### src/rtl/wb_arb_pkg.sv
// Shared constants and the pending-queue entry type for the register-file write arbiter.
package wb_arb_pkg;

   localparam int WB_AW    = 5;
   localparam int WB_DW    = 32;
   localparam int WB_DEPTH = 4;

   localparam logic [WB_AW-1:0] REG_ZERO = '0;

   typedef struct packed {
      logic             live;
      logic [WB_AW-1:0] wr;
      logic [WB_DW-1:0] wd;
   } wb_entry_t;

endpackage

### src/rtl/wb_write_arbiter_if.sv
// Pipeline writeback, late-result handshake and register-file write port of the arbiter.
interface wb_write_arbiter_if
   import wb_arb_pkg::*;
#(
   parameter int AW = WB_AW,
   parameter int DW = WB_DW
);

   logic          pl_valid;
   logic [AW-1:0] pl_wr;
   logic [DW-1:0] pl_wd;

   logic          lr_valid;
   logic          lr_ready;
   logic [AW-1:0] lr_wr;
   logic [DW-1:0] lr_wd;

   logic          rf_write;
   logic [AW-1:0] rf_wr;
   logic [DW-1:0] rf_wd;

   modport master (
      output pl_valid, pl_wr, pl_wd,
      output lr_valid, lr_wr, lr_wd,
      input  lr_ready,
      input  rf_write, rf_wr, rf_wd
   );

   modport slave (
      input  pl_valid, pl_wr, pl_wd,
      input  lr_valid, lr_wr, lr_wd,
      output lr_ready,
      output rf_write, rf_wr, rf_wd
   );

endinterface

### src/rtl/wb_pending_q.sv
// Circular pending queue for late results: storage, pointers, kill-by-address, age-ordered match vectors.
// WB_ARB_FWD_EN adds the age-ordered data view used for forwarding.
module wb_pending_q
   import wb_arb_pkg::*;
#(
   parameter  int DEPTH = WB_DEPTH,
   parameter  int AW    = WB_AW,
   parameter  int DW    = WB_DW,
   localparam int PW    = $clog2(DEPTH),
   localparam int CW    = PW + 1
) (
   input  logic                      clk,
   input  logic                      reset,
   input  logic                      enq,
   input  logic [AW-1:0]             enq_wr,
   input  logic [DW-1:0]             enq_wd,
   input  logic                      deq,
   input  logic                      kill_en,
   input  logic [AW-1:0]             kill_wr,
   input  logic [AW-1:0]             pr1,
   input  logic [AW-1:0]             pr2,
   output logic [CW-1:0]             count,
   output wb_entry_t                 head,
`ifdef WB_ARB_FWD_EN
   output logic [DEPTH-1:0][DW-1:0]  age_wd,
`endif
   output logic [DEPTH-1:0]          match1,
   output logic [DEPTH-1:0]          match2
);

   wb_entry_t     q [DEPTH];
   logic [PW-1:0] rd_ptr;
   logic [PW-1:0] wr_ptr;

   always_ff @(posedge clk) begin
      if (reset) begin
         rd_ptr <= '0;
         wr_ptr <= '0;
         count  <= '0;
         for (int i = 0; i < DEPTH; i++) q[i] <= '0;
      end else begin
         // Kill first so a same-cycle enqueue of the same register survives as the newer value.
         for (int i = 0; i < DEPTH; i++)
            if (kill_en && q[i].live && (q[i].wr == kill_wr)) q[i].live <= 1'b0;
         if (deq) begin
            q[rd_ptr].live <= 1'b0;
            rd_ptr         <= rd_ptr + PW'(1);
         end
         if (enq) begin
            q[wr_ptr] <= '{live: 1'b1, wr: enq_wr, wd: enq_wd};
            wr_ptr    <= wr_ptr + PW'(1);
         end
         case ({enq, deq})
            2'b10:   count <= count + CW'(1);
            2'b01:   count <= count - CW'(1);
            default: count <= count;
         endcase
      end
   end

   assign head = q[rd_ptr];

   // Index a = age offset from the head, so higher a means younger.
   always_comb begin
      match1 = '0;
      match2 = '0;
`ifdef WB_ARB_FWD_EN
      age_wd = '0;
`endif
      for (int a = 0; a < DEPTH; a++) begin
         match1[a] = q[rd_ptr + PW'(a)].live && (q[rd_ptr + PW'(a)].wr == pr1) && (pr1 != REG_ZERO);
         match2[a] = q[rd_ptr + PW'(a)].live && (q[rd_ptr + PW'(a)].wr == pr2) && (pr2 != REG_ZERO);
`ifdef WB_ARB_FWD_EN
         age_wd[a] = q[rd_ptr + PW'(a)].wd;
`endif
      end
   end

endmodule

### src/rtl/wb_write_arbiter.sv
// Sole register-file writer: pipeline writebacks take the port, late results wait in a pending queue.
// WB_ARB_FWD_EN: forward youngest queued data to decode instead of stalling on it.
module wb_write_arbiter
   import wb_arb_pkg::*;
#(
   parameter  int DEPTH = WB_DEPTH,
   parameter  int AW    = WB_AW,
   parameter  int DW    = WB_DW,
   localparam int CW    = $clog2(DEPTH) + 1
) (
   input  logic                 clk,
   input  logic                 reset,
   wb_write_arbiter_if.slave    bus,
   input  logic [AW-1:0]        rd_pr1,
   input  logic [AW-1:0]        rd_pr2,
   output logic                 hz_stall,
   output logic                 fwd1_hit,
   output logic [DW-1:0]        fwd1_data,
   output logic                 fwd2_hit,
   output logic [DW-1:0]        fwd2_data,
   output logic [CW-1:0]        q_count
);

   logic [CW-1:0]            count;
   wb_entry_t                head;
   logic [DEPTH-1:0]         match1;
   logic [DEPTH-1:0]         match2;
`ifdef WB_ARB_FWD_EN
   logic [DEPTH-1:0][DW-1:0] age_wd;
`endif
   logic                     enq;
   logic                     deq;
   logic                     kill_en;
   logic                     head_wr;
   logic                     q_nonempty;

   assign q_nonempty   = (count != '0);
   // Ready comes from the registered count, so a full queue stays unready even while draining.
   assign bus.lr_ready = (count < CW'(DEPTH));
   assign enq          = bus.lr_valid && bus.lr_ready && (bus.lr_wr != REG_ZERO);
   assign kill_en      = bus.pl_valid && (bus.pl_wr != REG_ZERO);
   assign head_wr      = q_nonempty && head.live && !bus.pl_valid;
   // Dead heads are popped even under a pipeline write; they never need the port.
   assign deq          = q_nonempty && (!head.live || !bus.pl_valid);
   assign q_count      = count;

   wb_pending_q #(
      .DEPTH (DEPTH),
      .AW    (AW),
      .DW    (DW)
   ) u_pq (
      .clk     (clk),
      .reset   (reset),
      .enq     (enq),
      .enq_wr  (bus.lr_wr),
      .enq_wd  (bus.lr_wd),
      .deq     (deq),
      .kill_en (kill_en),
      .kill_wr (bus.pl_wr),
      .pr1     (rd_pr1),
      .pr2     (rd_pr2),
      .count   (count),
      .head    (head),
`ifdef WB_ARB_FWD_EN
      .age_wd  (age_wd),
`endif
      .match1  (match1),
      .match2  (match2)
   );

   always_ff @(posedge clk) begin
      if (reset) begin
         bus.rf_write <= 1'b0;
         bus.rf_wr    <= '0;
         bus.rf_wd    <= '0;
      end else if (bus.pl_valid) begin
         bus.rf_write <= (bus.pl_wr != REG_ZERO);
         bus.rf_wr    <= bus.pl_wr;
         bus.rf_wd    <= bus.pl_wd;
      end else if (head_wr) begin
         bus.rf_write <= 1'b1;
         bus.rf_wr    <= head.wr;
         bus.rf_wd    <= head.wd;
      end else begin
         bus.rf_write <= 1'b0;
      end
   end

   always_comb begin
      hz_stall  = 1'b0;
      fwd1_hit  = 1'b0;
      fwd1_data = '0;
      fwd2_hit  = 1'b0;
      fwd2_data = '0;
`ifdef WB_ARB_FWD_EN
      // Ascending age: the last match seen is the youngest.
      for (int a = 0; a < DEPTH; a++) begin
         if (match1[a]) begin
            fwd1_hit  = 1'b1;
            fwd1_data = age_wd[a];
         end
         if (match2[a]) begin
            fwd2_hit  = 1'b1;
            fwd2_data = age_wd[a];
         end
      end
      hz_stall = (bus.lr_valid && (rd_pr1 != REG_ZERO) && (bus.lr_wr == rd_pr1)) ||
                 (bus.lr_valid && (rd_pr2 != REG_ZERO) && (bus.lr_wr == rd_pr2));
`else
      hz_stall = (|match1) || (|match2);
`endif
   end

endmodule

### src/flat_wrapper.sv
// flat-port wrapper written by rule: the top's interface ports become plain ports
module wb_write_arbiter_flat import wb_arb_pkg::*;
#(
   parameter  int DEPTH = WB_DEPTH,
   parameter  int AW    = WB_AW,
   parameter  int DW    = WB_DW,
   localparam int CW    = $clog2(DEPTH) + 1
)
  (clk, reset, rd_pr1, rd_pr2, hz_stall, fwd1_hit, fwd1_data, fwd2_hit, fwd2_data, q_count, bus_pl_valid, bus_pl_wr, bus_pl_wd, bus_lr_valid, bus_lr_wr, bus_lr_wd, bus_lr_ready, bus_rf_write, bus_rf_wr, bus_rf_wd);
  wb_write_arbiter_if #(.AW(AW), .DW(DW)) bus_i ();
  input  logic clk;
  input  logic reset;
  input  logic [AW-1:0] rd_pr1;
  input  logic [AW-1:0] rd_pr2;
  output logic hz_stall;
  output logic fwd1_hit;
  output logic [DW-1:0] fwd1_data;
  output logic fwd2_hit;
  output logic [DW-1:0] fwd2_data;
  output logic [CW-1:0] q_count;
  input wire logic [$bits(bus_i.pl_valid)-1:0] bus_pl_valid;
  input wire logic [$bits(bus_i.pl_wr)-1:0] bus_pl_wr;
  input wire logic [$bits(bus_i.pl_wd)-1:0] bus_pl_wd;
  input wire logic [$bits(bus_i.lr_valid)-1:0] bus_lr_valid;
  input wire logic [$bits(bus_i.lr_wr)-1:0] bus_lr_wr;
  input wire logic [$bits(bus_i.lr_wd)-1:0] bus_lr_wd;
  output wire logic [$bits(bus_i.lr_ready)-1:0] bus_lr_ready;
  output wire logic [$bits(bus_i.rf_write)-1:0] bus_rf_write;
  output wire logic [$bits(bus_i.rf_wr)-1:0] bus_rf_wr;
  output wire logic [$bits(bus_i.rf_wd)-1:0] bus_rf_wd;
  assign bus_i.pl_valid = bus_pl_valid;
  assign bus_i.pl_wr = bus_pl_wr;
  assign bus_i.pl_wd = bus_pl_wd;
  assign bus_i.lr_valid = bus_lr_valid;
  assign bus_i.lr_wr = bus_lr_wr;
  assign bus_i.lr_wd = bus_lr_wd;
  assign bus_lr_ready = bus_i.lr_ready;
  assign bus_rf_write = bus_i.rf_write;
  assign bus_rf_wr = bus_i.rf_wr;
  assign bus_rf_wd = bus_i.rf_wd;
  wb_write_arbiter #(.DEPTH(DEPTH), .AW(AW), .DW(DW)) u_core (.clk(clk), .reset(reset), .bus(bus_i), .rd_pr1(rd_pr1), .rd_pr2(rd_pr2), .hz_stall(hz_stall), .fwd1_hit(fwd1_hit), .fwd1_data(fwd1_data), .fwd2_hit(fwd2_hit), .fwd2_data(fwd2_data), .q_count(q_count));
endmodule
### config.mk
export PLATFORM = sky130hd
export DESIGN_NAME = wb_write_arbiter_flat
export DESIGN_NICKNAME = d
export VERILOG_FILES = /design/src/rtl/wb_arb_pkg.sv /design/src/rtl/wb_write_arbiter_if.sv /design/src/rtl/wb_pending_q.sv /design/src/rtl/wb_write_arbiter.sv /design/src/flat_wrapper.sv
export SDC_FILE = /design/constraint.sdc
export NUM_CORES = 1
export LEC_CHECK = 0
export ABC_AREA = 1
export BUFFER_PORTS_ARGS = -buffer_cell sky130_fd_sc_hd__buf_4
export CORE_MARGIN = 3
export CORE_UTILIZATION = 50
export CTS_CLUSTER_SIZE = 28
export DETAILED_ROUTE_END_ITERATION = 12
export GPL_ROUTABILITY_DRIVEN = 0
export PLACE_DENSITY = 0.73
export SYNTH_ARGS = -nofsm -noshare
export SYNTH_HDL_FRONTEND = slang
export SYNTH_SLANG_ARGS = --single-unit
### constraint.sdc
create_clock -name clk -period 2.85 [get_ports clk]
set_input_delay 0.285 -clock clk [delete_from_list [all_inputs] [get_ports clk]]
set_output_delay 0.285 -clock clk [all_outputs]
set_load 0.02 [all_outputs]
==> summary.json, run 1 <==
{
  "status": {
    "status": "finished, final reports clean"
  },
  "layout": {
    "post_route_cells_drive_above_1_share_pct": 15.3,
    "syn2layout_area_growth_pct": 14.9,
    "final_stage_net_count": 1475,
    "instances_no_fill": 1661,
    "nFillCells": 1827,
    "post-route-cell-area_um2": 12100,
    "layout.cells.most_common": "sky130_fd_sc_hd__nand2_1",
    "layout.cells.most_common_list": "sky130_fd_sc_hd__nand2_1, sky130_fd_sc_hd__nor2_1, sky130_fd_sc_hd__buf_4"
  },
  "place": {
    "post_detail_place_hpwl_um": 18800,
    "post_dp_cell_area_um2": 11500,
    "dp_cells": 1627,
    "numPortBuffers": 130
  },
  "worst_setup_path": {
    "criticalPathCategory": "reg2out",
    "timing.critical_path.required_ns": 2.57,
    "critical_path.cell_chain": "inv_1 > buf_4 > nand3_1 > nand3_1 > nand2_1 > nor2_1 > nand4_1 > nand2_1 > nor2_1 > nand2_1 > buf_4",
    "timing.critical_path.fanout_max": 37,
    "timing.critical_path.mode_cell": "sky130_fd_sc_hd__nand2_1",
    "critical-path-max-stage-delay_ns": 0.40,
    "worst_path_max_delay_cell": "sky130_fd_sc_hd__buf_4",
    "worst_setup_path_end_kind": "output pin",
    "critPathArrivalTime_ns": 2.39,
    "crit_path_launch_type": "flop"
  },
  "sta": {
    "timing.setup.tns_ns": 0,
    "worst_slew_margin_rel_pct": 64.1,
    "tightestPinTransition_ns": 0.536,
    "unrepaired_setup_endpoints_after_global_routing": "false",
    "finalWorstPathRequiredPeriod_ns": 2.68,
    "hold_viol_final": 0,
    "timing.clock.skew_ns": 0.0119,
    "min_period_over_period_pct": 93.9,
    "max_slew_violations": 0,
    "max_freq_mhz": 374,
    "report.final.setup_viol": 0
  },
  "yosys": {
    "post-synth-top-area-cell": "sky130_fd_sc_hd__edfxtp_1",
    "synth_edf_count": 148,
    "top_cells_by_area_in_the_synthesized_netlist": "sky130_fd_sc_hd__edfxtp_1, sky130_fd_sc_hd__nand2_1, sky130_fd_sc_hd__dfxtp_1",
    "synth.yosys.seq_area_share_pct": 51.8,
    "unique_masters_post_synth": 35,
    "synth_ff_type": "sky130_fd_sc_hd__edfxtp_1",
    "synth_area_per_cell_um2": 8.31,
    "netlist_instances": 1269,
    "ys_async_sr_fraction_pct": 0,
    "syn_area_um2": 10500,
    "post_synthesis_sequential_element_count": 199,
    "netlist.area_leader.share_pct": 42.2,
    "ys_warn_count": 0
  },
  "power_and_ir_drop": {
    "power_report.internal_total_mw": 5.91,
    "ir_drop_mv": 0.508,
    "proportion_of_power_drawn_by_combinational_gates_pct": 36.9,
    "pwr_density_cell_nw_per_um2": 798,
    "total_leakage_power_nw": 5.39,
    "switchingPower_mw": 3.76,
    "clock_power_share_pct": 25.4,
    "power_switching_share_pct": 38.9,
    "sequential_power_share_pct": 37.7
  },
  "routing": {
    "count_of_vias_placed_by_the_detailed_router": 9021,
    "drt-initial-drc-count": 1012,
    "totalWireLength_um": 28200,
    "wire_per_inst_um": 16.9,
    "vias_per_cell": 5.43,
    "postRouteAntennaNets": 0,
    "drt_pre_antenna_iters": 7,
    "drc_errors": 0
  },
  "clock_tree": {
    "clock_sinks": 199,
    "cts_max_path_buffers": 2,
    "htree_levels": 4,
    "worst_setup_hold_path_clk_slew_ns": 0.08,
    "cts_buffers": 17,
    "cts-root-buf": "sky130_fd_sc_hd__clkbuf_16",
    "post_cts_hold_buffer_count": 0,
    "cts_tree": "yes",
    "clock_insertion_delay_worst_skew_ns": 0.44,
    "post_cts_buffers": 0,
    "post_cts.resized_instances": 0
  },
  "flow_run": {
    "cap_viol_max_count": 0
  },
  "global_routing": {
    "groute.usage.overall_pct": 24.8,
    "grt.overflow.total": 0,
    "grt_max_degree": 46,
    "grt_pass1_wl_um": 44100,
    "number_of_antenna_violations_at_the_first_check_in_global_routing": 0,
    "first_global_vias": 8442
  },
  "floorplan": {
    "die_y_um": 151,
    "row_count": 52,
    "die_area_um2": 22900,
    "start_util_pct": 51.4,
    "pin_count": 197,
    "die_w_um": 151,
    "coreArea_um2": 20500
  },
  "hold_path": {
    "holdCritPathClass": "in2reg",
    "holdCritStartpoint": "bus_pl_wd[18]"
  }
}
worst paths after layout:
kind,to,slack (ns),cells past startpoint
max reg2reg,u_core.u_pq.count[2],0.70,15
max,hz_stall,0.17,11
min reg2reg,u_core.bus.rf_wr[2],0.48,2
min,u_core.bus.rf_wd[18],0.11,3
layer usage:
layer	vias to the layer above	share of wire, %	global-route usage (%)
met5	-	0	0
met4	0	2.4	7.52
met2	437	48	41.3
met3	62	8.9	5.12
li1	4314	-	-
met1	4208	41	32.7
sequential cells by signal, indices dropped and copies added (netlist names), named ones only:
signal               flops
u_core.bus.rf_wd        32
u_core.bus.rf_wr         5
u_core.bus.rf_write      1
u_core.u_pq.count        3
u_core.u_pq.q          152
u_core.u_pq.rd_ptr       2
u_core.u_pq.wr_ptr       2
cell type report:
type	instances	area, µm²	area share (%)
multi-input combinational	931	4220	34.8
timing repair buffer	161	1220	10.1
antenna	1	2.50	0.0207
tap	270	338	2.79
inverter	66	251	2.08
sequential	199	5470	45.1
timing repair inverter	1	7.51	0.0620
clock inverter	15	179	1.48
clock buffer	17	425	3.51
critical path: cells and delay by family (launching register included):
kind | cells | cell delay, ns
simple gates | 8 | 1.01
flops | 1 | 0.34
buf+inv | 3 | 0.60
cell usage after synthesis (22+ instances only):
library cell and instances:
sky130_fd_sc_hd__o21ai_1 22, sky130_fd_sc_hd__dfxtp_1 51, sky130_fd_sc_hd__o21ai_0 84, sky130_fd_sc_hd__clkbuf_1 32
sky130_fd_sc_hd__nand3_1 79, sky130_fd_sc_hd__nor2_1 257, sky130_fd_sc_hd__buf_2 28, sky130_fd_sc_hd__a31oi_1 37
sky130_fd_sc_hd__inv_1 60, sky130_fd_sc_hd__edfxtp_1 148, sky130_fd_sc_hd__nand2_1 283, sky130_fd_sc_hd__o22ai_1 32
sky130_fd_sc_hd__buf_4 69
per-stage QoR:
stage | util [%] | worst slack [ns] | hold slack, ns | total power [mW]
6_report | 59.1 | 0.174 | 0.109 | 9.67
5_1_grt | 59.1 | 0.0307 | 0.112 | 10.2
4_1_cts | 59.0 | 0.143 | 0.0972 | 9.60
3_5_place_dp | 56.0 | 0.620 | 0.474 | 7.16
3_3_place_gp | 56.0 | 0.653 | 0.474 | 7.08
2_1_floorplan | - | 0.306 | 0.437 | 6.28
kinds of logic after synthesis:
family | after synthesis | share of synthesized area, %
adder cells (fa/ha/maj) | 10 | 1.26
buffers and inverters | 204 | 10.7
AO/OA/AOI/OAI | 190 | 9.97
AND/OR/NAND/NOR | 645 | 24.6
other | 1 | 0.0356
flip-flops | 199 | 51.8
XOR/XNOR | 20 | 1.66
power groups by stage:
stage	Sequential (mW)	Clock, mW	Combinational (mW)
floorplan	3.81	0	2.46
global placement	3.69	0	3.39
detailed placement	3.70	0	3.45
CTS	3.64	2.48	3.47
global route	3.68	2.58	3.98
finish	3.64	2.46	3.57
Power figures use the tool's default switching activity.
==> inputs of run 2 (changes only) <==
--- a/config.mk
+++ b/config.mk
@@ -8,11 +8,10 @@
 export ABC_AREA = 1
 export BUFFER_PORTS_ARGS = -buffer_cell sky130_fd_sc_hd__buf_4
 export CORE_MARGIN = 3
-export CORE_UTILIZATION = 50
+export CORE_UTILIZATION = 25
 export CTS_CLUSTER_SIZE = 28
 export DETAILED_ROUTE_END_ITERATION = 12
 export GPL_ROUTABILITY_DRIVEN = 0
-export PLACE_DENSITY = 0.73
 export SYNTH_ARGS = -nofsm -noshare
 export SYNTH_HDL_FRONTEND = slang
 export SYNTH_SLANG_ARGS = --single-unit
==> run 2 against run 1 <==
  * Worst hold slack improved by 0.0063 ns
  * Flip-flop and latch count did not move
  * Clock skew rose by 0.010 ns
  * Maximum frequency fell by 0.67%
  * First-iteration DRC count fell by 21%
  * Global-route usage fell by 11 points
  * Setup slack got worse by 0.018 ns
  * Register-to-register slack got worse by 0.04 ns
  * Highest routed layer is now met5
  * Sequential power barely moved
  * Combinational power rose by 5%
  * Sequential share of layout area fell by 1.2 points
  * Clock power fell by 5%
==> summary.json, run 2 (same netlist as run 1, synthesis figures left out) <==
{
  "sta": {
    "tightestPinTransition_ns": 0.554,
    "hold_slack_ns": 0.115,
    "worst_slew_margin_rel_pct": 63.1,
    "hold_viol_final": 0,
    "timing.clock.skew_ns": 0.0223,
    "min_period_over_period_pct": 94.5,
    "max_freq_mhz": 371,
    "report.final.setup_viol": 0,
    "max_slew_violations": 0,
    "finalWorstPathRequiredPeriod_ns": 2.69,
    "timing.setup.tns_ns": 0,
    "layout_setup_ws_ns": 0.156,
    "unrepaired_setup_endpoints_after_global_routing": "false"
  },
  "floorplan": {
    "start_util_pct": 25.6,
    "row_count": 74,
    "die_y_um": 211,
    "coreArea_um2": 41200,
    "die_w_um": 211,
    "die_area_um2": 44700,
    "pin_count": 197
  },
  "routing": {
    "totalWireLength_um": 31600,
    "wire_per_inst_um": 16.5,
    "drt-initial-drc-count": 795,
    "count_of_vias_placed_by_the_detailed_router": 8833,
    "drc_errors": 0,
    "vias_per_cell": 4.61,
    "postRouteAntennaNets": 0,
    "drt_pre_antenna_iters": 7
  },
  "global_routing": {
    "grt.overflow.total": 0,
    "grt_use_met2_pct": 22.5,
    "groute.usage.overall_pct": 13.7,
    "grt_util_met3_pct": 2.53,
    "grt_max_degree": 60,
    "grt.met1_usage_pct": 19.1,
    "first_global_vias": 8388,
    "grt_pass1_wl_um": 47800,
    "busiest_layer": "met2",
    "number_of_antenna_violations_at_the_first_check_in_global_routing": 1
  },
  "worst_setup_path": {
    "regToRegEndpoint": "u_core.u_pq.count[2]",
    "ff2ff_path_depth": 15,
    "crit_path_launch_type": "flop",
    "timing.critical_path.required_ns": 2.57,
    "timing.critical_path.fanout_max": 10,
    "reg2reg_setup_slack_ns": 0.66,
    "critPathArrivalTime_ns": 2.41,
    "worst_setup_path_startpoint": "u_core.u_pq.rd_ptr[1]",
    "worst_setup_path_end_kind": "output pin",
    "criticalPathCategory": "reg2out"
  },
  "layout": {
    "insertedDiodeCount": 0,
    "nFillCells": 4359,
    "largest_register_ffs": 152,
    "syn2layout_area_growth_pct": 18.2,
    "biggestRegsByFlops": "u_core.u_pq.q (152), u_core.bus.rf_wd (32), u_core.bus.rf_wr (5)",
    "post_route_cells_drive_above_1_share_pct": 15.8,
    "final_stage_net_count": 1470,
    "multi_input_area_um2": 4270,
    "instances_no_fill": 1917,
    "regArea_um2": 5470,
    "layout.cells.most_common_list": "sky130_fd_sc_hd__nand2_1, sky130_fd_sc_hd__nor2_1, sky130_fd_sc_hd__buf_4",
    "regMostFlops": "u_core.u_pq.q",
    "layout.cells.most_common": "sky130_fd_sc_hd__nand2_1"
  },
  "clock_tree": {
    "worst_setup_hold_path_clk_slew_ns": 0.08,
    "post_cts_hold_buffer_count": 0,
    "cts-root-buf": "sky130_fd_sc_hd__clkbuf_16",
    "cts_buffers": 17,
    "clock_insertion_delay_worst_skew_ns": 0.44,
    "cts_tree": "yes",
    "htree_levels": 4,
    "post_cts_buffers": 0,
    "cts_max_path_buffers": 2,
    "clock_sinks": 199
  },
  "hold_path": {
    "holdCritPathClass": "in2reg",
    "min_delay_worst_endpoint": "u_core.bus.rf_wd[29]",
    "worstHoldPathCells": 3,
    "holdCritStartpoint": "bus_pl_wd[29]"
  },
  "power_and_ir_drop": {
    "pwr_density_cell_nw_per_um2": 781,
    "power.total_mw": 9.73,
    "total_leakage_power_nw": 5.39,
    "ir_drop_mv": 0.384
  },
  "status": {
    "status": "finished, final reports clean"
  },
  "place": {
    "post_detail_place_hpwl_um": 21500,
    "post-place-ws_ns": 0.490,
    "dp_cells": 1884,
    "numPortBuffers": 130
  },
  "flow_run": {
    "cap_viol_max_count": 0
  }
}
## run 2: report_power, final
| part | total [mW] | internal (mW) | switching, mW |
|---|---|---|---|
| registers | 3.65 | 3.47 | 0.183 |
| logic | 3.75 | 1.21 | 2.54 |
| clock network | 2.33 | 1.17 | 1.17 |
## run 2: worst max path at each step
| stage | endpoint | slack (ns) | cells after the start |
|---|---|---|---|
| 2_1_floorplan | u_core.u_pq.q[0][0] | 0.31 | 7 |
| 3_3_place_gp | hz_stall | 0.48 | 13 |
| 3_5_place_dp | hz_stall | 0.49 | 12 |
| 4_1_cts | hz_stall | 0.02 | 13 |
| 5_1_grt | hz_stall | 0.003 | 13 |
| 6_report | hz_stall | 0.16 | 13 |
## run 2: critical path: stages (launching register included)
cell	delay [ns]
sky130_fd_sc_hd__dfxtp_1	0.37
sky130_fd_sc_hd__inv_4	0.10
sky130_fd_sc_hd__ha_4	0.33
sky130_fd_sc_hd__clkinvlp_4	0.21
sky130_fd_sc_hd__nand3_2	0.17
sky130_fd_sc_hd__nand2_1	0.08
sky130_fd_sc_hd__nand2_1	0.06
sky130_fd_sc_hd__nand2_1	0.04
sky130_fd_sc_hd__nor2_1	0.17
sky130_fd_sc_hd__nand4_1	0.13
sky130_fd_sc_hd__nand2_1	0.08
sky130_fd_sc_hd__nor2_1	0.05
sky130_fd_sc_hd__nand2_1	0.06
sky130_fd_sc_hd__buf_4	0.13
## run 2: per-layer routing
metal / routed length (µm) / vias to the layer above
li1: - / 4299
met1: 14300 / 4140
met2: 14800 / 359
met3: 2110 / 33
met4: 392 / 2
met5: 13 / -
## run 2: cell type report
cell class | instances | share of cell area (%)
clock inverters | 13 | 1.16
repair buffers | 156 | 9.83
inverters | 66 | 2.04
flip-flops and latches | 199 | 43.9
well taps | 532 | 5.34
repair inverters | 1 | 0.0602
clock buffers | 19 | 3.47
multi-input cells | 931 | 34.2
## run 2: stage by stage
stage | cell area (µm²) | utilization [%]
6_report | 12500 | 30.3
2_1_floorplan | 10800 | -
4_1_cts | 12400 | 30.1
3_5_place_dp | 11800 | 28.7
3_3_place_gp | 11800 | 28.7
5_1_grt | 12500 | 30.3
## run 2: repair_timing
item | 4_1_cts | 5_1_grt
setup endpoints to repair | 0 | 1
gates resized for setup | 0 | 13
hold endpoints to repair | 0 | 0
==> inputs of run 3 (changes only) <==
--- a/config.mk
+++ b/config.mk
@@ -12,6 +12,7 @@
 export CTS_CLUSTER_SIZE = 28
 export DETAILED_ROUTE_END_ITERATION = 12
 export GPL_ROUTABILITY_DRIVEN = 0
+export RECOVER_POWER = 50
 export SYNTH_ARGS = -nofsm -noshare
 export SYNTH_HDL_FRONTEND = slang
 export SYNTH_SLANG_ARGS = --single-unit
==> run 3 against run 2 <==
  * Cell area down 1.6%
  * Combinational power shrank 3%
  * Flip-flop and latch count unchanged
  * Setup slack got worse by 0.011 ns
  * Die area is the same
  * Clock power about the same
  * Global-route usage unchanged
  * Non-clock buffer count unchanged
  * Worst hold slack lost 0.0048 ns
  * Power is 1.3% lower
  * Count of clock-buffer cells in the layout unchanged
  * Maximum frequency is 0.40% lower
==> summary.json, run 3 (same netlist as run 1, synthesis figures left out) <==
{
  "layout": {
    "post-route-util_pct": 29.8,
    "post_route_cells_drive_above_1_share_pct": 12.4,
    "largest_register_ffs": 152,
    "biggestRegsByFlops": "u_core.u_pq.q (152), u_core.bus.rf_wd (32), u_core.bus.rf_wr (5)",
    "layout.cells.most_common_list": "sky130_fd_sc_hd__nand2_1, sky130_fd_sc_hd__nor2_1, sky130_fd_sc_hd__edfxtp_1",
    "insertedDiodeCount": 0,
    "syn2layout_area_growth_pct": 16.4,
    "final_stage_net_count": 1470,
    "regMostFlops": "u_core.u_pq.q",
    "layout.cells.most_common": "sky130_fd_sc_hd__nand2_1"
  },
  "floorplan": {
    "die_y_um": 211,
    "die_w_um": 211,
    "start_util_pct": 25.6,
    "pin_count": 197,
    "die_area_um2": 44700,
    "coreArea_um2": 41200,
    "row_count": 74
  },
  "worst_setup_path": {
    "regToRegEndpoint": "u_core.bus.rf_wr[4]",
    "reg2reg_setup_slack_ns": 0.30,
    "ff2ff_path_depth": 9,
    "worst_setup_path_end_kind": "output pin",
    "worst_path_max_delay_cell": "sky130_fd_sc_hd__dfxtp_1",
    "worst_setup_path_startpoint": "u_core.u_pq.rd_ptr[1]",
    "crit_path_launch_type": "flop",
    "timing.critical_path.mode_cell": "sky130_fd_sc_hd__nand2_1",
    "critical_path.cell_chain": "inv_4 > ha_4 > clkinvlp_4 > nand3_2 > nand2_1 > nand2_1 > nand2_1 > nor2_1 > nand4_1 > nand2_1 > nor2_1 > nand2_1 > buf_4",
    "critPathArrivalTime_ns": 2.42,
    "criticalPathCategory": "reg2out",
    "timing.critical_path.fanout_max": 10,
    "critical-path-max-stage-delay_ns": 0.37,
    "timing.critical_path.required_ns": 2.57
  },
  "sta": {
    "min_period_over_period_pct": 94.9,
    "hold_slack_ns": 0.111,
    "layout_setup_ws_ns": 0.145,
    "unrepaired_setup_endpoints_after_global_routing": "false",
    "tightestPinTransition_ns": 1.09,
    "hold_viol_final": 0,
    "max_freq_mhz": 370,
    "timing.setup.tns_ns": 0,
    "worst_slew_margin_rel_pct": 27.4,
    "timing.clock.skew_ns": 0.0179,
    "finalWorstPathRequiredPeriod_ns": 2.70,
    "report.final.setup_viol": 0,
    "max_slew_violations": 0
  },
  "flow_run": {
    "cap_viol_max_count": 0
  },
  "clock_tree": {
    "clock_insertion_delay_worst_skew_ns": 0.44,
    "cts_max_path_buffers": 2,
    "clock_sinks": 199,
    "post_cts_buffers": 0,
    "cts-root-buf": "sky130_fd_sc_hd__clkbuf_16",
    "post_cts_hold_buffer_count": 0,
    "cts_tree": "yes",
    "worst_setup_hold_path_clk_slew_ns": 0.08,
    "htree_levels": 4,
    "cts_buffers": 17
  },
  "routing": {
    "postRouteAntennaNets": 0,
    "drt-initial-drc-count": 799,
    "drt_pre_antenna_iters": 5,
    "drc_errors": 0,
    "totalWireLength_um": 31600,
    "count_of_vias_placed_by_the_detailed_router": 8882,
    "wire_per_inst_um": 16.5,
    "vias_per_cell": 4.63
  },
  "power_and_ir_drop": {
    "pwr_density_cell_nw_per_um2": 782,
    "total_leakage_power_nw": 5.21,
    "ir_drop_mv": 0.383
  },
  "global_routing": {
    "grt_max_degree": 60,
    "grt.overflow.total": 0,
    "groute.usage.overall_pct": 13.7,
    "first_global_vias": 8388,
    "number_of_antenna_violations_at_the_first_check_in_global_routing": 1,
    "grt_pass1_wl_um": 47800
  },
  "place": {
    "post-place-ws_ns": 0.490,
    "post_detail_place_hpwl_um": 21500,
    "numPortBuffers": 130
  },
  "hold_path": {
    "min_delay_worst_endpoint": "u_core.bus.rf_wd[29]",
    "holdCritPathClass": "in2reg",
    "worstHoldPathCells": 3,
    "holdCritStartpoint": "bus_pl_wd[29]"
  },
  "status": {
    "status": "finished, final reports clean"
  }
}
## run 3: what timing repair did
item	in CTS	in global routing
resized for setup	0	13
endpoints found under the hold margin	0	0
endpoints found under the setup margin	0	1
## run 3: critical path: cells and delay by family (launching register included)
kind / cells / cell delay [ns]
buffers and inverters: 3 / 0.44
adder cells (fa/ha/maj): 1 / 0.33
AND/OR/NAND/NOR: 9 / 0.85
flip-flops: 1 / 0.37
## run 3: metrics by stage
step | total power, mW | std cells | instance area, µm²
after floorplan | 6.28 | 1334 | 10800
final | 9.60 | 1917 | 12300
after CTS | 9.67 | 1916 | 12400
after detailed placement | 7.34 | 1884 | 11800
after global routing | 10.2 | 1917 | 12300
after global placement | 7.28 | 1884 | 11800
## run 3: how the worst max path moves through the flow
stage,to,slack (ns)
floorplan,u_core.u_pq.q[0][0],0.31
global placement,hz_stall,0.48
finish,hz_stall,0.15
detailed placement,hz_stall,0.49
CTS,hz_stall,0.02
global route,hz_stall,0.003
## run 3: layer usage
| layer | track usage (%) | routed length, µm | up-vias |
|---|---|---|---|
| met5 | 0 | 13 | - |
| met4 | 3.00 | 411 | 2 |
| met3 | 2.53 | 2340 | 31 |
| met2 | 22.5 | 14700 | 397 |
| met1 | 19.1 | 14200 | 4154 |
| li1 | - | - | 4298 |
## run 3: power breakdown
| part | internal (mW) | switching (mW) | total [mW] |
|---|---|---|---|
| clock network | 1.17 | 1.17 | 2.34 |
| logic | 1.09 | 2.53 | 3.62 |
| registers | 3.47 | 0.178 | 3.64 |
| total | 5.72 | 3.88 | 9.60 |
## run 3: final cells by class
| type | count | area (µm²) |
|---|---|---|
| timing repair buffer | 156 | 1040 |
| sequential | 199 | 5470 |
| clock inverter | 13 | 145 |
| multi-input combinational | 931 | 4250 |
| timing repair inverter | 1 | 7.51 |
| fill | 4404 | 28900 |
| inverter | 66 | 254 |
| clock buffer | 19 | 433 |
| tap | 532 | 666 |
